## config.mk

```make
export PLATFORM = sky130hd
export DESIGN_NAME = pulse_stretch_out
export DESIGN_NICKNAME = d
export VERILOG_FILES = /design/src/rtl/gol_pkg.sv /design/src/rtl/pulse_stretch_out_cycle_timer.sv /design/src/rtl/pulse_stretch_out.sv
export SDC_FILE = /design/constraint.sdc
export NUM_CORES = 1
export LEC_CHECK = 0
export CAP_MARGIN = 0
export CORE_MARGIN = 2
export CORE_UTILIZATION = 30
export CTS_BUF_LIST = sky130_fd_sc_hd__clkbuf_8
export DETAILED_ROUTE_END_ITERATION = 10
export PLACE_DENSITY = 0.54
export SLEW_MARGIN = 20
export SYNTH_ARGS = -nofsm -noshare
export SYNTH_HDL_FRONTEND = slang
export SYNTH_SLANG_ARGS = --single-unit
```

## constraint.sdc

```tcl
create_clock -name clock -period 1.43 [get_ports clock]
set_input_delay 0.286 -clock clock [delete_from_list [all_inputs] [get_ports clock]]
set_output_delay 0.286 -clock clock [all_outputs]
set_load 0.02 [all_outputs]
```

## src/rtl/gol_pkg.sv

```systemverilog
// Shared types and helpers for the game-of-life board I/O blocks.
package gol_pkg;

  // Output stretcher phases: waiting, driving the pulse, enforced low gap.
  typedef enum logic [1:0] {
    S_IDLE = 2'd0,
    S_HOLD = 2'd1,
    S_GAP  = 2'd2
  } stretch_state_t;

  // Width of a down-counter that must hold values 0 .. max(a,b)-1.
  // Never returns less than 1, so single-cycle phases still get a real register.
  function automatic int timer_width(input int a, input int b);
    int m;
    m = (a > b) ? a : b;
    if (m <= 1) return 1;
    return $clog2(m);
  endfunction

endpackage

```

## src/rtl/pulse_stretch_out_cycle_timer.sv

```systemverilog
// Loadable down-counter shared by the HOLD and GAP phases of the stretcher.
// A load wins over counting; the counter parks at zero until the next load.
module cycle_timer #(
  parameter int W = 2
) (
  input  logic         clock,
  input  logic         reset,
  input  logic         load,
  input  logic [W-1:0] value,
  output logic         zero
);

  logic [W-1:0] r_count;

  // Load a new phase length, otherwise count down and stop at zero.
  always_ff @(posedge clock or negedge reset) begin
    if (!reset) begin
      r_count <= '0;
    end else if (load) begin
      r_count <= value;
    end else if (r_count != '0) begin
      r_count <= r_count - W'(1);
    end
  end

  assign zero = (r_count == '0);

endmodule

```

## src/rtl/pulse_stretch_out.sv

```systemverilog
// Turns one-cycle command pulses into fixed-width level pulses for LEDs/buzzers.
// Each accepted request gives HOLD_CYCLES high followed by GAP_CYCLES low.
// Requests arriving while busy are queued as a saturating count and replayed.
//
// Request semantics: pulse_in has no ready/back-pressure. Every cycle it is high
// is one request. A request is either started (IDLE, or last GAP cycle with an
// empty queue), queued (pending < MAX_PENDING), swapped with a dequeue (last GAP
// cycle with a non-empty queue), or dropped with a one-cycle overflow flag.
module pulse_stretch_out
  import gol_pkg::*;
#(
  parameter  int HOLD_CYCLES = 4,
  parameter  int GAP_CYCLES  = 2,
  parameter  int MAX_PENDING = 3,
  localparam int CNT_W       = $clog2(MAX_PENDING + 1)
) (
  input  logic             clock,
  input  logic             reset,
  input  logic             pulse_in,
  output logic             out,
  output logic             busy,
  output logic [CNT_W-1:0] pending,
  output logic             overflow,
  output stretch_state_t   dbg_state
);

  localparam int               TMR_W     = timer_width(HOLD_CYCLES, GAP_CYCLES);
  localparam logic [TMR_W-1:0] HOLD_LOAD = TMR_W'(HOLD_CYCLES - 1);
  localparam logic [TMR_W-1:0] GAP_LOAD  = TMR_W'(GAP_CYCLES - 1);
  localparam logic [CNT_W-1:0] PEND_MAX  = CNT_W'(MAX_PENDING);

  stretch_state_t   r_state;
  logic             r_out;
  logic             r_busy;
  logic [CNT_W-1:0] r_pending;
  logic             r_overflow;

  logic             w_tmr_zero;
  logic             w_tmr_load;
  logic [TMR_W-1:0] w_tmr_value;
  logic             w_last_gap;
  logic             w_pend_nz;
  logic             w_pend_full;
  logic             w_restart;

  assign w_last_gap  = (r_state == S_GAP) && w_tmr_zero;
  assign w_pend_nz   = (r_pending != '0);
  assign w_pend_full = (r_pending == PEND_MAX);
  assign w_restart   = w_last_gap && (w_pend_nz || pulse_in);

  // Timer reload: start of HOLD from IDLE or GAP, start of GAP at end of HOLD.
  always_comb begin
    w_tmr_load  = 1'b0;
    w_tmr_value = HOLD_LOAD;
    case (r_state)
      S_IDLE: begin
        if (pulse_in) begin
          w_tmr_load  = 1'b1;
          w_tmr_value = HOLD_LOAD;
        end
      end
      S_HOLD: begin
        if (w_tmr_zero) begin
          w_tmr_load  = 1'b1;
          w_tmr_value = GAP_LOAD;
        end
      end
      S_GAP: begin
        if (w_restart) begin
          w_tmr_load  = 1'b1;
          w_tmr_value = HOLD_LOAD;
        end
      end
      default: begin
        w_tmr_load  = 1'b0;
        w_tmr_value = HOLD_LOAD;
      end
    endcase
  end

  cycle_timer #(
    .W(TMR_W)
  ) u_timer (
    .clock (clock),
    .reset (reset),
    .load  (w_tmr_load),
    .value (w_tmr_value),
    .zero  (w_tmr_zero)
  );

  // Phase FSM with registered out/busy, plus the pending queue and overflow flag.
  always_ff @(posedge clock or negedge reset) begin
    if (!reset) begin
      r_state    <= S_IDLE;
      r_out      <= 1'b0;
      r_busy     <= 1'b0;
      r_pending  <= '0;
      r_overflow <= 1'b0;
    end else begin
      r_overflow <= 1'b0;

      case (r_state)
        S_IDLE: begin
          if (pulse_in) begin
            r_state <= S_HOLD;
            r_out   <= 1'b1;
            r_busy  <= 1'b1;
          end
        end
        S_HOLD: begin
          if (w_tmr_zero) begin
            r_state <= S_GAP;
            r_out   <= 1'b0;
          end
        end
        S_GAP: begin
          if (w_restart) begin
            r_state <= S_HOLD;
            r_out   <= 1'b1;
          end else if (w_tmr_zero) begin
            r_state <= S_IDLE;
            r_busy  <= 1'b0;
          end
        end
        default: begin
          r_state <= S_IDLE;
          r_out   <= 1'b0;
          r_busy  <= 1'b0;
        end
      endcase

      // The queue only moves while busy; IDLE is only entered with it empty.
      if (r_state != S_IDLE) begin
        if (w_last_gap) begin
          // A queued request is consumed here; a new one on the same cycle
          // either replaces it in the queue or starts directly when empty.
          if (w_pend_nz && !pulse_in) begin
            r_pending <= r_pending - CNT_W'(1);
          end
        end else if (pulse_in) begin
          if (w_pend_full) begin
            r_overflow <= 1'b1;
          end else begin
            r_pending <= r_pending + CNT_W'(1);
          end
        end
      end
    end
  end

  assign out       = r_out;
  assign busy      = r_busy;
  assign pending   = r_pending;
  assign overflow  = r_overflow;
  assign dbg_state = r_state;

endmodule
```

# --- Word level (Yosys, flattened, before mapping) ---
# Index checks and enable logic that the tools add are counted.
# Widths: inputs -> output; s select.
op_classes:
  div: 0
  n_addsub: 3
  eq_ne: 11
  reduce_logical: 16
  mux: 27
  order_cmp: 0
  bitwise: 1
  n_mul: 0
  n_shift: 0
op_table:
  columns: ["op", "count"]
  rows:
  - ["$mux 2", 12]
  - ["$ne 2x2->1 const B", 6]
  - ["$mux 1", 11]
  - ["$reduce_bool 2->1", 5]
  - ["$pmux 1 s3", 3]
  - ["$reduce_and 4->1", 2]
  - ["$pmux 2 s3", 1]
  - ["$reduce_and 3->1", 2]
  - ["$eq 2x2->1 const B", 2]
  - ["$logic_not 2->1", 2]
  - ["$sub 2x1->2 const B", 2]
  - ["$logic_and 1x1->1", 3]
  - ["$ne 3x3->1 const B", 1]
  - ["$add 2x1->2 const B", 1]
  - ["$eq 2x1->1 const B", 1]
  - ["$ne 2x1->1 const B", 1]
  - ["$logic_not 1->1", 1]
  - ["$logic_or 1x1->1", 1]
  - ["$not 1->1", 1]
word_totals:
  latchBits: 0
  mem_count: 0
  rom_bits: 0
  register_bits: 9
  out_inout_bits: 7
  ram_bits: 0
  wordCells: 64
  inputBits: 3

# --- Longest topological paths before layout ---
# Gate-level depths: netlist of run 1.
depth:
  depth_word: 6
  mapped_depth: 6
  ltp_nobuf: 5

# --- Cells and area by module ---
# A second synthesis of run 1 with hierarchy kept.
unflattened:
  cells_unflattened: 62
  area_unflattened_um2: 569.3
by_module_without_submodules:
  columns: ["mod", "seq_area_each_um2", "instances", "cells_per_inst", "area_each_um2"]
  rows:
  - ["pulse_stretch_out", 175.2, 1, 50, 455.4]
  - ["cycle_timer", 50.0, 1, 12, 113.9]

# --- Least setup slack after synthesis of run 1 ---
# Ideal clock, no wire load.
synth_timing:
  path_kind: "register to register"
  start: "register u_timer.r_count[0]"
  end: "register u_timer.r_count[0]"
  t_arrival_ps: 1243
  synth_period_minus_slack_ps: 1374
  n_path_buf: 0
  stages_incl_launch_ff: 6
  t_required_ps: 1299
  setup_time_ps: 131
  setup_slack_ps: 56
  path_cell_list: "dfrtp_1 inv_1 ha_1 nor2b_2 a21boi_4 or3_1"
synth_via:
  elab_chain_cells: 6
  elab_cells_between_ends: 11
  classes_between: "1 x add/sub; 5 x mux; 5 x reduce/logical"
synth_lines:
  columns: ["element", "line_no", "text"]
  rows:
  - ["start, declared", "pulse_stretch_out_cycle_timer.sv:13", "logic [W-1:0] r_count;"]
  - ["start signal, assigned", "pulse_stretch_out_cycle_timer.sv:20", "r_count <= value;"]
  - ["start signal, assigned", "pulse_stretch_out_cycle_timer.sv:22", "r_count <= r_count - W'(1);"]
  - ["$logic_not 2->1", "pulse_stretch_out_cycle_timer.sv:26", "assign zero = (r_count == '0);"]
  - ["$logic_and 1x1->1", "pulse_stretch_out.sv:46", "assign w_last_gap = (r_state == S_GAP) && w_tmr_zero;"]
  - ["$logic_and 1x1->1", "pulse_stretch_out.sv:49", "assign w_restart = w_last_gap && (w_pend_nz || pulse_in);"]
  - ["$mux 1", "pulse_stretch_out.sv:69", "if (w_restart) begin"]
  - ["$pmux 1 s3", "pulse_stretch_out.sv:55", "case (r_state)"]
  - ["$mux 2 or $reduce_bool 2->1 (tied branches)", null, null]
# Parallel ways exist; a longest one is shown, timed or not. The select of a mux whose other input is x is not followed.
# A chain may end at the register's enable or synchronous reset.

# --- Final worst setup path of run 1 ---
# Same ends and word-level chain as after synthesis.

==> out/metrics.yaml, run 1 <==
status:
  status: "finished clean"
worst_setup_path:
  setup.worst_path.class: "flop to flop"
  cp.arrival_ns: 1.46
  required_ns: 1.54
  reg2reg_slack_ns: 0.08
  cp_num_buf_inv: 1
  critical_path.startpoint_type: "flop"
  worstPathMaxFanout: 4
  setup.worst_path.end_class: "flop"
  critPathMaxStageDelay_ns: 0.36
  cp_top_family: "simple AND/OR/NAND/NOR gates"
  critPathSlowestCell: "dfrtp_1"
  cp_cell_sequence: "inv_2 > ha_4 > nor2b_2 > a21boi_4 > or3_1"
floorplan:
  core-area_sq_um: 1690
  io_pins: 10
  fp.dieW_um: 45.8
  die_area_sq_um: 2100
  rows: 15
  start_util_pct: 31.0
  die_h_um: 45.8
layout:
  drive_above_1_share_pct: 28.2
  syn_to_final_growth_pct: 45.6
  num_antenna_cells: 0
  final_cells: 95
  nets: 83
clock_network:
  clkTransAtPathRegs_ns: 0.05
  clock_sinks: 9
  clock_tree.root_cell: "clkbuf_8"
  cts_made_buffers: 3
  clock_latency_ns: 0.23
  cts.hold.buffers_added: 0
  cts_tree: "built"
  htreeDepth: 1
  cts.path.max_buffers: 2
  post_cts_buffers: 0
logic_synthesis:
  yosysSeqAreaShare_pct: 43.0
  yosys-top-cells-area: "dfrtp_1 43%, a21oi_1 5.7%, inv_1 4.3%"
  synth.avg_cell_area_sq_um: 9.36
  synth_fp_nets: 60
  syn-cell-area_sq_um: 524
  synth.distinct_cells: 28
  yosysTopAreaCellShare_pct: 43.0
  yosysTopAreaCell: "dfrtp_1"
  syn_inst: 56
  ys_warn_count: 0
  ys_ff_latch: 9
power:
  ir_worst_vdd_mv: 0.906
  leakage_nw: 0.365
  p_int_w: 0.00109
  power_density_nw_per_um2: 2330
  p_clk_share_pct: 16.2
  power.total_w: 0.00178
  switching_share_pct: 38.9
  p_comb_share_pct: 58.1
  switching_power_w: 0.000691
  seq_power_share_pct: 25.7
global_route:
  grt-ovfl-total: 0
  grt_usage_pct: 13.4
  grt_pass1_wl_um: 1920
  antenna_found_initial: 0
  grt_pass1_vias: 443
  grt_max_degree: 13
detailed_routing:
  routedWlPerCell_um: 12.0
  viasPerCell: 5.08
  vias: 483
  antenna_left: 0
  met3_wirelength_um: 77
  met2_length_um: 534
  first_iter_violations: 9
  drt_wl_total_um: 1140
  drc: 0
  dr.max_layer_used: "met3"
  drt_first_pass_iters: 4
  wl_met1_um: 531
sta:
  skew_ns: 0.00113
  min_period_over_period_pct: 94.6
  finalCriticalPeriod_ns: 1.35
  slew_headroom_pct: 71.3
  rsz0062_at_grt: "no"
  finalWorstSetupSlack_ns: 0.0766
  worst_pin_slew_ns: 0.430
  slew_violations: 0
  setup_viol: 0
  hold_viol: 0
  fmax_mhz: 739
placement:
  port_buffers: 9
  place.gp.congestion: 0.768
  dp_cells: 91
  dpl.hpwl_um: 866
  post-place-ws_ns: -0.102
hold_path:
  hold_path_class: "primary input to async pin"
flow_run:
  maxCapViolations: 0
-- power by group through the flow --
| stage | Combinational [W] | Clock, W | Sequential, W |
|---|---|---|---|
| global route | 0.00113 | 0.000316 | 0.000475 |
| detailed placement | 0.00106 | 0 | 0.000463 |
| CTS | 0.00102 | 0.000300 | 0.000457 |
| floorplan | 0.000481 | 0 | 0.000592 |
| global placement | 0.00106 | 0 | 0.000459 |
| finish | 0.00103 | 0.000288 | 0.000457 |
-- synthesized netlist by cell type (all sizes together) --
master,instances
a31oi,1
nand2,6
xnor2,1
a21boi,1
and3,1
o22ai,1
nor3,1
a211o,1
o32a,1
o31ai,1
nand2b,4
or3,1
dfrtp,9
a31o,1
inv,6
buf,3
o22a,1
o211ai,1
a21oi,7
and4bb,1
o21ai,3
ha,1
a2bb2oi,1
nor2b,2
-- cell type report --
type | count | area (sq um)
fillers | 173 | 926
multi-input cells | 38 | 274
flip-flops and latches | 9 | 225
repair buffers | 21 | 175
clock buffers | 3 | 41.3
inverters | 6 | 22.5
well taps | 17 | 21.3
clock inverters | 1 | 3.75
-- flip-flops by register name, indices dropped and copies added, names as in the netlist --
register / cells
out: 1
pending: 2
busy: 1
u_timer.r_count: 2
overflow: 1
dbg_state: 2
-- worst paths after layout --
| kind | startpoint | to | depth (start not counted) |
|---|---|---|---|
| max | u_timer.r_count[0] | u_timer.r_count[0] | 5 |
| min | reset | u_timer.r_count[0] | 1 |
| max reg2reg | u_timer.r_count[0] | u_timer.r_count[0] | 5 |
| min reg2reg | out | out | 1 |
| max in group asynchronous | reset | dbg_state[0] | 1 |
| min in group clock | out | out | 1 |
-- per-layer routing --
layer,GRT usage (%),vias to the layer above
met4,3.43,0
met1,16.2,230
met3,7.14,0
li1,-,239
met2,20.8,14
met5,0,-
-- cells by family after synthesis --
kind of cell             share of synthesized area, %
AO/OA/AOI/OAI                                    27.7
XOR/XNOR                                         1.67
adder cells (fa/ha/maj)                          2.39
buffers and inverters                            7.16
flip-flops                                       43.0
AND/OR/NAND/NOR                                  18.1
-- layout by cell type, fill, tap and decap left out, types with 2 or more instances in the layout --
master / Yosys / final
o21ai_1: 2 / 2
dfrtp_1: 9 / 9
nand2_1: 6 / 6
nand2b_1: 3 / 3
clkbuf_8: 0 / 3
clkdlybuf4s50_1: 0 / 2
dlygate4sd2_1: 0 / 6
a21oi_1: 6 / 6
buf_4: 0 / 12
inv_1: 6 / 6
-- what timing repair did --
action,CTS,global route
gates resized for setup,7,3
cloned,0,0
endpoints found under the setup margin,7,2
-- stage by stage --
| stage | TNS, ns | area, sq um | hold WS, ns | util, % |
|---|---|---|---|---|
| 5_1_grt | 0 | 763 | 0.411 | 45.2 |
| 6_report | 0 | 763 | 0.362 | 45.2 |
| 2_1_floorplan | 0 | 524 | -0.00959 | - |
| 3_5_place_dp | -0.264 | 711 | 0.516 | 42.1 |
| 3_3_place_gp | -0.222 | 711 | 0.521 | 42.1 |
| 4_1_cts | 0 | 751 | 0.371 | 44.4 |
Power figures use the tool's default switching activity.
==> run 2, diff against run 1 <==
Settings changed: CORE_MARGIN 2 to unset, CORE_UTILIZATION 30 to 40, PLACE_DENSITY 0.54 to 0.67.
==> run 2 against run 1 <==
Compared with the run above:
- routed wire length decreased by 7.3%
- global-route usage increased by 4.8 points
- final area decreased by 2.5%
- core utilization increased by 19 points
- sequential cell count unchanged
- first-iteration DRC count decreased by 44%
- combinational power decreased by 6%
- final cell count decreased by 5.3%
- clock power decreased by 3%
==> out/metrics.yaml, run 2 (same netlist as run 1, synthesis figures left out) <==
layout:
  nets: 81  # -2.4%
  finish.utilization_pct: 64.4  # +19 points
  num_antenna_cells: 0  # unchanged
  final_cell_mix: "9 x dfrtp_1, 9 x buf_4, 7 x inv_1"
  syn_to_final_growth_pct: 42.0
  drive_above_1_share_pct: 27.6  # -0.57 points
  final_area_sq_um: 744  # -2.5%
clock_network:
  cts_made_buffers: 3  # unchanged
  cts_tree: "built"
  clock_tree.root_cell: "clkbuf_8"
  cts.hold.buffers_added: 0  # unchanged
  htreeDepth: 1  # unchanged
  cts.path.max_buffers: 2  # unchanged
  clkTransAtPathRegs_ns: 0.04  # about the same
  clock_sinks: 9  # unchanged
  clock_latency_ns: 0.23  # about the same
worst_setup_path:
  setup.worst_path.class: "flop to flop"
  cp.arrival_ns: 1.47  # about the same
  critical_path.startpoint_type: "flop"
  critical_path.reg2reg.endpoint: "u_timer.r_count[0]"
  required_ns: 1.53  # about the same
  setup.worst_path.end_class: "flop"
  r2r-start: "u_timer.r_count[0]"
  reg2reg_slack_ns: 0.06  # -0.02 ns
  worstPathMaxFanout: 3  # -1
  reg2reg_depth: 5  # unchanged
sta:
  fmax_mhz: 729  # -1.4%
  worst_pin_slew_ns: 0.407  # -0.0228 ns
  finalSetupTns_ns: 0  # unchanged
  skew_ns: 0.00210  # +0.000976 ns
  slew_violations: 0  # unchanged
  slew_headroom_pct: 72.8  # +1.5 points
  rsz0062_at_grt: "no"
  setup_viol: 0  # unchanged
  min_period_over_period_pct: 96.0  # +1.3 points
  hold_viol: 0  # unchanged
  finalCriticalPeriod_ns: 1.37  # +0.0192 ns
detailed_routing:
  drc: 0  # unchanged
  viasPerCell: 5.09  # about the same
  routedWlPerCell_um: 11.8  # -2.1%
  first_iter_violations: 5  # -4
  vias: 458  # -5.2%
  drt_wl_total_um: 1060  # -7.3%
  drt_first_pass_iters: 2  # -2
  antenna_left: 0  # unchanged
floorplan:
  die_area_sq_um: 1460  # -30%
  rows: 12  # -3
  fp.dieW_um: 38.2  # -17%
  core-area_sq_um: 1160  # -32%
  die_h_um: 38.2  # -17%
  io_pins: 10  # unchanged
  start_util_pct: 45.3  # +14 points
global_route:
  grt_pass1_wl_um: 1770  # -7.9%
  grt-ovfl-total: 0  # unchanged
  grt_pass1_vias: 438  # -1.1%
  grt_usage_pct: 18.2  # +4.8 points
  grt_max_degree: 13  # unchanged
  antenna_found_initial: 0  # unchanged
status:
  status: "finished clean"
placement:
  dpl_cell_area_sq_um: 684  # -3.7%
  dpl.hpwl_um: 790  # -8.8%
  place.gp.congestion: 0.782  # +1.9%
  port_buffers: 9  # unchanged
flow_run:
  maxCapViolations: 0  # unchanged
hold_path:
  hold_path_class: "primary input to async pin"
power:
  power_density_nw_per_um2: 2300  # -1.2%
  ir_worst_vdd_mv: 1.23  # +36%
  leakage_nw: 0.357  # -2.2%
==> run 2: stage by stage <==
step	setup WS, ns	power [W]	hold slack, ns	std cells
floorplan	0.0557	0.00107	-0.00959	56
global placement	-0.0712	0.00143	0.501	85
detailed placement	-0.115	0.00145	0.508	85
global route	0.00567	0.00186	0.393	90
CTS	0.0000612	0.00169	0.371	89
finish	0.0574	0.00171	0.356	90
==> run 2: critical path: stages (launching register included) <==
cell,delay [ns]
dfrtp_1,0.34
inv_1,0.05
ha_2,0.18
nor2b_2,0.15
a21boi_4,0.14
or3_1,0.38
==> run 2: where the power goes <==
| part | internal (W) | switching, W |
|---|---|---|
| clock | 0.000186 | 0.0000918 |
| combinational | 0.000479 | 0.000494 |
| sequential | 0.000378 | 0.0000832 |
| total | 0.00104 | 0.000669 |
==> run 2: how the worst max path moves through the flow <==
| stage | from | end | cells past startpoint |
|---|---|---|---|
| 6_report | u_timer.r_count[0] | u_timer.r_count[0] | 5 |
| 5_1_grt | u_timer.r_count[0] | u_timer.r_count[0] | 5 |
| 4_1_cts | overflow | overflow | 1 |
| 3_5_place_dp | pulse_in | u_timer.r_count[0] | 4 |
| 3_3_place_gp | pulse_in | u_timer.r_count[0] | 4 |
| 2_1_floorplan | u_timer.r_count[0] | u_timer.r_count[0] | 5 |
==> run 2: area by class of cell <==
| class | count | area [sq um] |
|---|---|---|
| Sequential cell | 9 | 225 |
| Inverter | 6 | 22.5 |
| Multi-Input combinational cell | 38 | 270 |
| Clock buffer | 3 | 41.3 |
| Fill cell | 103 | 412 |
| Timing Repair Buffer | 19 | 164 |
| Tap cell | 14 | 17.5 |
| Clock inverter | 1 | 3.75 |
==> run 2: timing repair <==
item,CTS,global route
gates resized for setup,7,4
buffers inserted,0,1
pin swaps,0,0
hold endpoints to repair,0,0
setup endpoints to repair,7,5
==> run 2: metal layers <==
layer	vias to the layer above	routed length, um	GRT usage (%)	share of wire [%]
met5	-	0	0	0
met4	0	0	7.14	0
met3	0	73	8.72	6.9
met2	11	481	29.7	45
met1	209	506	20.2	48
li1	238	-	-	-
